$ cat config.mk
export PLATFORM = sky130hd
export DESIGN_NAME = clint_flat
export DESIGN_NICKNAME = d
export VERILOG_FILES = /design/src/rtl/clint_pkg.sv /design/src/rtl/clint_if.sv /design/src/rtl/clint_timer.sv /design/src/rtl/clint.sv /design/src/flat_wrapper.sv
export SDC_FILE = /design/constraint.sdc
export NUM_CORES = 1
export LEC_CHECK = 0
export BUFFER_PORTS_ARGS = -buffer_cell sky130_fd_sc_hd__buf_4
export CAP_MARGIN = 10
export CORE_MARGIN = 2
export CORE_UTILIZATION = 50
export CTS_CLUSTER_DIAMETER = 60
export DETAILED_ROUTE_END_ITERATION = 8
export PLACE_DENSITY_LB_ADDON = 0.3
export SETUP_SLACK_MARGIN = 0.02
export SYNTH_ARGS = -nofsm -noshare
export SYNTH_HDL_FRONTEND = slang
export SYNTH_SLANG_ARGS = --single-unit
$ cat constraint.sdc
create_clock -name clk -period 23 [get_ports clk]
set_input_delay 4.6 -clock clk [delete_from_list [all_inputs] [get_ports clk]]
set_output_delay 4.6 -clock clk [all_outputs]
set_load 0.01 [all_outputs]
$ cat src/rtl/clint_pkg.sv
// Shared constants, bus bundle types and the byte-merge helper for the core-local interruptor.
package clint_pkg;

    localparam logic [15:0] clint_msip        = 16'h0000;
    localparam logic [15:0] clint_mtimecmp_lo = 16'h4000;
    localparam logic [15:0] clint_mtimecmp_hi = 16'h4004;
    localparam logic [15:0] clint_mtime_lo    = 16'hBFF8;
    localparam logic [15:0] clint_mtime_hi    = 16'hBFFC;

    typedef enum logic {
        IDLE = 1'b0,
        RESP = 1'b1
    } clint_state_type;

    typedef struct packed {
        logic        valid;
        logic        instr;
        logic [31:0] addr;
        logic [31:0] wdata;
        logic [3:0]  wstrb;
    } clint_in_type;

    typedef struct packed {
        logic [31:0] rdata;
        logic        ready;
    } clint_out_type;

    function automatic logic [31:0] merge_bytes(input logic [31:0] old_word,
                                                input logic [31:0] new_word,
                                                input logic [3:0]  strb);
        logic [31:0] res;
        res = old_word;
        for (int i = 0; i < 4; i++) begin
            if (strb[i]) begin
                res[8*i +: 8] = new_word[8*i +: 8];
            end else begin
                res[8*i +: 8] = old_word[8*i +: 8];
            end
        end
        return res;
    endfunction

endpackage

$ cat src/rtl/clint_if.sv
// Data-memory style valid/ready bus between the interconnect and the CLINT.
interface clint_if;
    logic        clint_valid;
    logic        clint_instr;
    logic [31:0] clint_addr;
    logic [31:0] clint_wdata;
    logic [3:0]  clint_wstrb;
    logic [31:0] clint_rdata;
    logic        clint_ready;

    modport master (
        output clint_valid, clint_instr, clint_addr, clint_wdata, clint_wstrb,
        input  clint_rdata, clint_ready
    );

    modport slave (
        input  clint_valid, clint_instr, clint_addr, clint_wdata, clint_wstrb,
        output clint_rdata, clint_ready
    );
endinterface

$ cat src/rtl/clint_timer.sv
// Prescaled 64-bit mtime with per-half write override and the registered mtime >= mtimecmp compare.
module clint_timer
    import clint_pkg::*;
#(
    parameter int unsigned PRESCALE = 1
) (
    input  logic        clk,
    input  logic        rst,
    input  logic [63:0] mtimecmp,
    input  logic        write_lo,
    input  logic        write_hi,
    input  logic [31:0] wdata,
    input  logic [3:0]  wstrb,
    output logic [63:0] mtime,
    output logic        timer_irpt
);

    logic [15:0] presc_r;
    logic [63:0] mtime_r;
    logic [63:0] mtime_s;
    logic        tick_s;
    logic        timer_irpt_r;

    assign tick_s     = (presc_r == 16'(PRESCALE - 1));
    assign mtime      = mtime_r;
    assign timer_irpt = timer_irpt_r;

    // Prescaler: free-running, never disturbed by software writes.
    always_ff @(posedge clk or posedge rst) begin
        if (rst) begin
            presc_r <= 16'h0000;
        end else if (tick_s) begin
            presc_r <= 16'h0000;
        end else begin
            presc_r <= presc_r + 16'h0001;
        end
    end

    // A half-word write replaces that half and freezes the other one for this cycle.
    always_comb begin
        mtime_s = mtime_r;
        if (write_lo) begin
            mtime_s = {mtime_r[63:32], merge_bytes(mtime_r[31:0], wdata, wstrb)};
        end else if (write_hi) begin
            mtime_s = {merge_bytes(mtime_r[63:32], wdata, wstrb), mtime_r[31:0]};
        end else if (tick_s) begin
            mtime_s = mtime_r + 64'd1;
        end else begin
            mtime_s = mtime_r;
        end
    end

    // mtime register and the registered compare.
    always_ff @(posedge clk or posedge rst) begin
        if (rst) begin
            mtime_r      <= 64'd0;
            timer_irpt_r <= 1'b0;
        end else begin
            mtime_r      <= mtime_s;
            timer_irpt_r <= (mtime_r >= mtimecmp);
        end
    end

endmodule

$ cat src/rtl/clint.sv
// Core-local interruptor: memory-mapped msip/mtimecmp/mtime with a two-state request/response FSM.
module clint
    import clint_pkg::*;
#(
    parameter logic [31:0] BASE_ADDR = 32'h0200_0000,
    parameter int unsigned PRESCALE  = 1
) (
    input  logic   clk,
    input  logic   rst,
    clint_if.slave bus,
    output logic   timer_irpt,
    output logic   soft_irpt
);

    clint_state_type state_r, state_s;
    clint_in_type    req_r, bus_in_s;
    clint_out_type   resp_s;
    logic [63:0]     mtimecmp_r;
    logic [63:0]     mtime_s;
    logic            msip_r;
    logic            soft_irpt_r;
    logic            latch_s;
    logic [31:0]     offset_s;
    logic [15:0]     word_s;
    logic            in_win_s;
    logic            is_write_s;
    logic            wr_msip_s, wr_cmp_lo_s, wr_cmp_hi_s, wr_time_lo_s, wr_time_hi_s;

    assign bus_in_s = '{valid: bus.clint_valid, instr: bus.clint_instr, addr: bus.clint_addr,
                        wdata: bus.clint_wdata, wstrb: bus.clint_wstrb};
    assign bus.clint_ready = resp_s.ready;
    assign bus.clint_rdata = resp_s.rdata;
    assign soft_irpt       = soft_irpt_r;

    // FSM state register.
    always_ff @(posedge clk or posedge rst) begin
        if (rst) begin
            state_r <= IDLE;
        end else begin
            state_r <= state_s;
        end
    end

    // FSM next state: accept in IDLE, respond for exactly one cycle, ignore valid while responding.
    always_comb begin
        state_s = state_r;
        latch_s = 1'b0;
        case (state_r)
            IDLE: begin
                if (bus_in_s.valid) begin
                    state_s = RESP;
                    latch_s = 1'b1;
                end else begin
                    state_s = IDLE;
                end
            end
            RESP:    state_s = IDLE;
            default: state_s = IDLE;
        endcase
    end

    // Request capture at acceptance.
    always_ff @(posedge clk or posedge rst) begin
        if (rst) begin
            req_r <= '0;
        end else if (latch_s) begin
            req_r <= bus_in_s;
        end else begin
            req_r <= req_r;
        end
    end

    // Address decode of the latched request; out-of-window offsets match nothing.
    always_comb begin
        offset_s     = req_r.addr - BASE_ADDR;
        word_s       = offset_s[15:0] & 16'hFFFC;
        in_win_s     = (offset_s[31:16] == 16'h0000);
        is_write_s   = (state_r == RESP) && req_r.valid && (req_r.wstrb != 4'h0) && !req_r.instr;
        wr_msip_s    = is_write_s && in_win_s && (word_s == clint_msip);
        wr_cmp_lo_s  = is_write_s && in_win_s && (word_s == clint_mtimecmp_lo);
        wr_cmp_hi_s  = is_write_s && in_win_s && (word_s == clint_mtimecmp_hi);
        wr_time_lo_s = is_write_s && in_win_s && (word_s == clint_mtime_lo);
        wr_time_hi_s = is_write_s && in_win_s && (word_s == clint_mtime_hi);
    end

    // Response: read data reflects registers as they stand during the RESP cycle.
    always_comb begin
        resp_s       = '0;
        resp_s.ready = (state_r == RESP);
        if ((state_r == RESP) && !is_write_s && in_win_s) begin
            case (word_s)
                clint_msip:        resp_s.rdata = {31'd0, msip_r};
                clint_mtimecmp_lo: resp_s.rdata = mtimecmp_r[31:0];
                clint_mtimecmp_hi: resp_s.rdata = mtimecmp_r[63:32];
                clint_mtime_lo:    resp_s.rdata = mtime_s[31:0];
                clint_mtime_hi:    resp_s.rdata = mtime_s[63:32];
                default:           resp_s.rdata = 32'd0;
            endcase
        end else begin
            resp_s.rdata = 32'd0;
        end
    end

    // Software-visible registers and the soft interrupt level.
    always_ff @(posedge clk or posedge rst) begin
        if (rst) begin
            mtimecmp_r  <= 64'hFFFF_FFFF_FFFF_FFFF;
            msip_r      <= 1'b0;
            soft_irpt_r <= 1'b0;
        end else begin
            if (wr_cmp_lo_s) begin
                mtimecmp_r[31:0] <= merge_bytes(mtimecmp_r[31:0], req_r.wdata, req_r.wstrb);
            end else if (wr_cmp_hi_s) begin
                mtimecmp_r[63:32] <= merge_bytes(mtimecmp_r[63:32], req_r.wdata, req_r.wstrb);
            end else begin
                mtimecmp_r <= mtimecmp_r;
            end
            if (wr_msip_s && req_r.wstrb[0]) begin
                msip_r <= req_r.wdata[0];
            end else begin
                msip_r <= msip_r;
            end
            soft_irpt_r <= msip_r;
        end
    end

    clint_timer #(.PRESCALE(PRESCALE)) u_timer (
        .clk        (clk),
        .rst        (rst),
        .mtimecmp   (mtimecmp_r),
        .write_lo   (wr_time_lo_s),
        .write_hi   (wr_time_hi_s),
        .wdata      (req_r.wdata),
        .wstrb      (req_r.wstrb),
        .mtime      (mtime_s),
        .timer_irpt (timer_irpt)
    );

endmodule
$ cat src/flat_wrapper.sv
// flat-port wrapper written by rule: the top's interface ports become plain ports
module clint_flat import clint_pkg::*;
#(
    parameter logic [31:0] BASE_ADDR = 32'h0200_0000,
    parameter int unsigned PRESCALE  = 1
)
  (clk, rst, timer_irpt, soft_irpt, bus_clint_valid, bus_clint_instr, bus_clint_addr, bus_clint_wdata, bus_clint_wstrb, bus_clint_rdata, bus_clint_ready);
  clint_if bus_i ();
  input  logic clk;
  input  logic rst;
  output logic timer_irpt;
  output logic soft_irpt;
  input wire logic [$bits(bus_i.clint_valid)-1:0] bus_clint_valid;
  input wire logic [$bits(bus_i.clint_instr)-1:0] bus_clint_instr;
  input wire logic [$bits(bus_i.clint_addr)-1:0] bus_clint_addr;
  input wire logic [$bits(bus_i.clint_wdata)-1:0] bus_clint_wdata;
  input wire logic [$bits(bus_i.clint_wstrb)-1:0] bus_clint_wstrb;
  output wire logic [$bits(bus_i.clint_rdata)-1:0] bus_clint_rdata;
  output wire logic [$bits(bus_i.clint_ready)-1:0] bus_clint_ready;
  assign bus_i.clint_valid = bus_clint_valid;
  assign bus_i.clint_instr = bus_clint_instr;
  assign bus_i.clint_addr = bus_clint_addr;
  assign bus_i.clint_wdata = bus_clint_wdata;
  assign bus_i.clint_wstrb = bus_clint_wstrb;
  assign bus_clint_rdata = bus_i.clint_rdata;
  assign bus_clint_ready = bus_i.clint_ready;
  clint #(.BASE_ADDR(BASE_ADDR), .PRESCALE(PRESCALE)) u_core (.clk(clk), .rst(rst), .bus(bus_i), .timer_irpt(timer_irpt), .soft_irpt(soft_irpt));
endmodule
=== Word-level counts from Yosys, hierarchy flattened ===
Cells that the tools add are included.

* Register bits: 218
* Bits of input ports: 72
* Word-level logic and storage cells: 95

* Add/sub/neg operators: 3
* Magnitude comparators: 1
* Eq/ne operators: 13
* Muxes and demuxes: 13
* Bitwise logic cells: 3
* Reductions and logical operators: 36

{| class="wikitable"
|+ Operators by type and width
! kind !! number
|-
| case mux 32 bit (5 select lines) || 1
|-
| two-way mux 64 bit || 2
|-
| adder 64 x 1 -> 64 bit, second input constant || 1
|-
| >= comparator 64 bit || 1
|-
| two-way mux 32 bit || 2
|-
| zero test 16 bit || 3
|-
| AND reduction 3 bit || 12
|-
| two-way mux 8 bit || 4
|-
| subtractor 32 x 26 -> 32 bit, second input constant || 1
|-
| == test 14 x 13 -> 1 bit, second input constant || 2
|-
| == test 14 bit, second input constant || 2
|-
| adder 16 x 1 -> 16 bit, second input constant || 1
|-
| two-way mux 16 bit || 1
|-
| != test 2 x 1 -> 1 bit, second input constant || 8
|-
| logical AND 1 bit || 12
|-
| AND reduction 2 bit || 4
|-
| nonzero test 2 bit || 2
|-
| nonzero test 4 bit || 1
|-
| NOT 1 bit || 3
|-
| zero test 1 bit || 2
|-
| two-way mux 1 bit || 2
|-
| != test 2 bit, second input constant || 1
|-
| case mux 1 bit (2 select lines) || 1
|}

=== Longest topological paths before layout ===
* Depth after elaboration: 7
* Depth in mapped cells: 12
* Depth with buffers taken out: 9

=== Modules after synthesis ===
Synthesis repeated with hierarchy kept, for this count alone.

* Cell total of the unflattened synthesis: 1339
* Area total of the unflattened synthesis: 13360.3 um^2

{| class="wikitable"
|+ By module, submodules not included
! module !! times used !! cells each !! area an instance (um^2)
|-
| clint_timer || 1 || 890 || 6995.5
|-
| clint || 1 || 449 || 6364.9
|}

=== Least setup slack after synthesis ===
OpenSTA, ideal clock, no wires.

* Path type: register -> output
* Start point: register u_core.req_r[46] (netlist bit)
* End point: output bus_clint_rdata[10]
* Arrival time: 2.085 ns
* Required time: 18.400 ns
* Path slack: 16.315 ns
* Stages on the path, launching flop included: 9
* Cell sequence: dfrtp_1 -> nor4_1 -> nand3_1 -> nor3_1 -> inv_1 -> and3_1 -> nor4_1 -> clkbuf_1 -> and2_1

* Cells in the longest elaborated chain, start to end: 4

{| class="wikitable"
|+ Ends and longest elaborated chain
! item !! line !! RTL
|-
| start, declared || clint.sv:16 || <nowiki>clint_in_type req_r, bus_in_s;</nowiki>
|-
| start signal, assigned || clint.sv:67 || <nowiki>req_r <= bus_in_s;</nowiki>
|-
| start signal, assigned || clint.sv:69 || <nowiki>req_r <= req_r;</nowiki>
|-
| subtractor 32 x 26 -> 32 bit * || clint.sv:75 || <nowiki>offset_s = req_r.addr - BASE_ADDR;</nowiki>
|-
| == test 14 bit, or another cell as far along || clint.sv:91 || <nowiki>case (word_s)</nowiki>
|-
| case mux 32 bit (5 select lines) or logical AND 1 bit (tied branches) || clint.sv:91, clint.sv:90 ||
|-
| two-way mux 32 bit * || clint.sv:90 || <nowiki>if ((state_r == RESP) && !is_write_s && in_win_s) begin</nowiki>
|-
| end, declared || flat_wrapper.sv:18 || <nowiki>output wire logic [$bits(bus_i.clint_rdata)-1:0] bus_clint_rdata;</nowiki>
|}

Every way passes the cells marked *; elsewhere a longest branch is shown, timed or not.

=== Worst setup path after layout ===
* Start point: register u_core.req_r[41] (netlist bit)
* End point: output bus_clint_rdata[31]

The elaborated chain is that of the path after synthesis.

==> run summary <==
CTS Sinks: 216
routed via count: 10,600
Reg2Reg Depth: 5
DR vias/cell: 6.14
unrepaired setup endpoints after global routing: false
GRT overflow: 0
number of buffers added on ports: 104
initial antenna violation count: 0
CP delay by family, top: simple AND/OR/NAND/NOR gates
Max Slew Vio Count: 0
# DRC: 0
max cap viols: 0
clk root buf: clkbuf_16
CP Max Fanout: 35
maximum vdd drop: 50.9 uV
Total Routed Length: 34.4 mm
Worst Path Buf+Inv: 3
Worst Tran Pin Value: 1020 ps
type of the worst setup path: register to output port
CTS buffer count: 25
vias in the first global route: 10,300
Area contributors post-synth: dfrtp_1, dfstp_2, mux2_2
Cell Pwr Density: 62.6 nW/um^2
leading area contributor after synthesis: dfrtp_1
Crit path arrival time: 3590 ps
ys flop type: dfrtp_1
Largest stage delay, worst path: 780 ps
Hold Path End: u_core.soft_irpt$_DFF_PP0_
status: complete, no violations
total power: 934 uW
Hold Path Class: register to register
clock latency on the worst-skew pair: 530 ps
Flop pwr share: 0.456
slowest cell on the critical path: nor4_2
Post-synth ARST share: 1.00
cts repair resizes: 0
layout cell share with drive strength beyond 1: 0.270
Worst-path clk slew: 60 ps
post-CTS setup buffers: 0
Diodes inserted: 0
first-pass GRT wire length: 55.3 mm
highest-count cells in the layout ignoring fill and taps: dfrtp_1, mux2_2, buf_4, a21oi_1, nand2_1
Placeable Area: 25,300 sq um
crit path cell chain: nand4_1 -> or4_1 -> buf_4 -> and3_1 -> nor4_2 -> buf_4 -> and2_1 -> buf_4
worst endpoint required time: 18,400 ps
Starting Density: 0.511
Post-synth EDFFs: 0
final count of hold timing violations: 0
Mean Syn Cell Area: 9.92 sq um
Worst Skew: 8.93 ps
Layout area overhead: 15.6%
cts hold-fix bufs: 0
most common cell after layout, fill and taps aside: dfrtp_1
Clk pwr share: 0.484
synthesized instance count: 1,301
GP Congestion: 0.877
Leakage: 0.00650 uW
count of cell types in the netlist: 67
die area: 27,100 sq um
initial DRC count: 779
Tmin final: 8190 ps
Pre-antenna DRT Iters: 5
warning count from the yosys run: 0
Std-Cell Rows: 58
Bufs on Longest Clock Path: 3
Worst Hold Launch: u_core.msip_r$_DFFE_PP0P_
Overall Global Routing Usage: 0.256
final worst path period share: 0.356
I/O Pins: 107
most frequent CP cell: buf_4
Slew HR: 0.322
CTS tree: built
combinational share of power: 0.060
die width: 165 microns
setup_tns: 0 ps
Int Power: 717 uW
Worst R2R End: u_core.mtimecmp_r[48]$_DFFE_PP1P_
drt wl/cell: 19.9 microns
sequential area share after synthesis: 0.425
Synth top area share: 0.295
Routed Antenna Nets: 0
Reg2Reg Setup Slack: 19,180 ps
Post-layout nets: 1,523
Critical Path End Type: output port
pre-CTS setup slack: 15,300 ps
Switching Power: 218 uW
Worst setup SP type: register
Final WS setup: 14,810 ps
hold depth: 0
CTS H-Tree Depth: 1
post-synth design cell area: 12,900 sq um
Setup-failing EPs final: 0
Net Count, Synth: 1,441
largest net degree at the start of global routing: 144
switch share: 0.233
Post-DP HPWL: 23.2 mm
Die H: 165 microns
fmax: 0.122 GHz
number of synthesized register bits: 216
reg-to-reg startpoint: u_core.req_r[38]$_DFFE_PP0P_
==> sequential cells by signal, indices dropped and copies added, names as in the netlist <==
name,cells
u_core.msip_r,1
u_core.u_timer.mtime,64
u_core.u_timer.presc_r,16
u_core.u_timer.timer_irpt,1
u_core.mtimecmp_r,64
u_core.bus.clint_ready,1
u_core.req_r,68
u_core.soft_irpt,1
==> cells by family (layout without fill, tap and decap cells) <==
family	count (synthesis)	after routing	synth area share
and+or+nand+nor	348	348	0.145
AOI/OAI and AO/OA	326	326	0.154
DFF	216	216	0.425
muxes	188	188	0.158
buffers and inverters	140	239	0.0427
adders and majority gates	68	68	0.0659
xor gates and xnor gates	15	15	0.0102
==> power by group through the flow <==
stage | Combinational (uW) | Sequential (uW) | Clock [uW]
3_5_place_dp | 57.1 | 432 | 0
6_report | 56.1 | 426 | 452
3_3_place_gp | 55.6 | 432 | 0
4_1_cts | 57.2 | 426 | 458
5_1_grt | 61.5 | 428 | 474
2_1_floorplan | 44.7 | 416 | 0
==> Yosys cell counts (3+ instances only) <==
cell      count
clkbuf_1     37
nand2_1      81
nor2_1       47
or4_1         3
buf_1        11
and4_1       14
a32oi_1       4
and2_1       39
o21ba_2       3
a41oi_1       4
and3_1       22
mux2_2      123
buf_2        10
nor2b_1       5
nand4_1      35
nor3b_1       4
a31oi_1      18
a21o_1       17
a41o_1        4
o21ai_0      76
o21bai_1      4
or2_2         3
nand3_1      43
ha_1         68
a21oi_1     112
inv_1        79
o21a_1        7
mux2i_1      65
nor3_1       20
dfstp_2      64
a31o_2       10
o22a_1        9
dfrtp_1     152
nor4_1       15
xnor2_1      14
or3_1         3
o22ai_1      36
==> routing by layer <==
layer	vias up	GRT usage	part of all wire
met1	5206	0.354	0.43
met3	73	0.0507	0.074
met4	0	0.0723	0.025
met5	-	0	0
li1	4954	-	-
met2	382	0.413	0.47
==> worst max-delay path by stage <==
stage / start / to / cells after the start
2_1_floorplan: rst / u_core.bus.clint_ready$_DFF_PP0_ / 1
3_3_place_gp: u_core.req_r[42]$_DFFE_PP0P_ / bus_clint_rdata[31] / 8
3_5_place_dp: u_core.req_r[40]$_DFFE_PP0P_ / bus_clint_rdata[31] / 9
4_1_cts: u_core.req_r[40]$_DFFE_PP0P_ / bus_clint_rdata[31] / 9
5_1_grt: u_core.req_r[42]$_DFFE_PP0P_ / bus_clint_rdata[31] / 9
6_report: u_core.req_r[41]$_DFFE_PP0P_ / bus_clint_rdata[31] / 8
==> stage by stage <==
step / cell area [sq um] / utilization / hold WS, ps / std cells
floorplan: 12900 / - / 369 / 1301
CTS: 14900 / 0.590 / 406 / 1729
global route: 14900 / 0.591 / 420 / 1730
finish: 14900 / 0.591 / 400 / 1730
global placement: 14000 / 0.553 / 380 / 1685
detailed placement: 14000 / 0.553 / 391 / 1685
==> area by class of cell <==
type,count,area [sq um]
clock inverters,14,258
well taps,330,413
repair buffers,116,883
multi-input cells,945,6890
flip-flops and latches,216,5490
inverters,79,304
clock buffers,30,674
fillers,2233,10300
(Power assumes the default switching activity.)
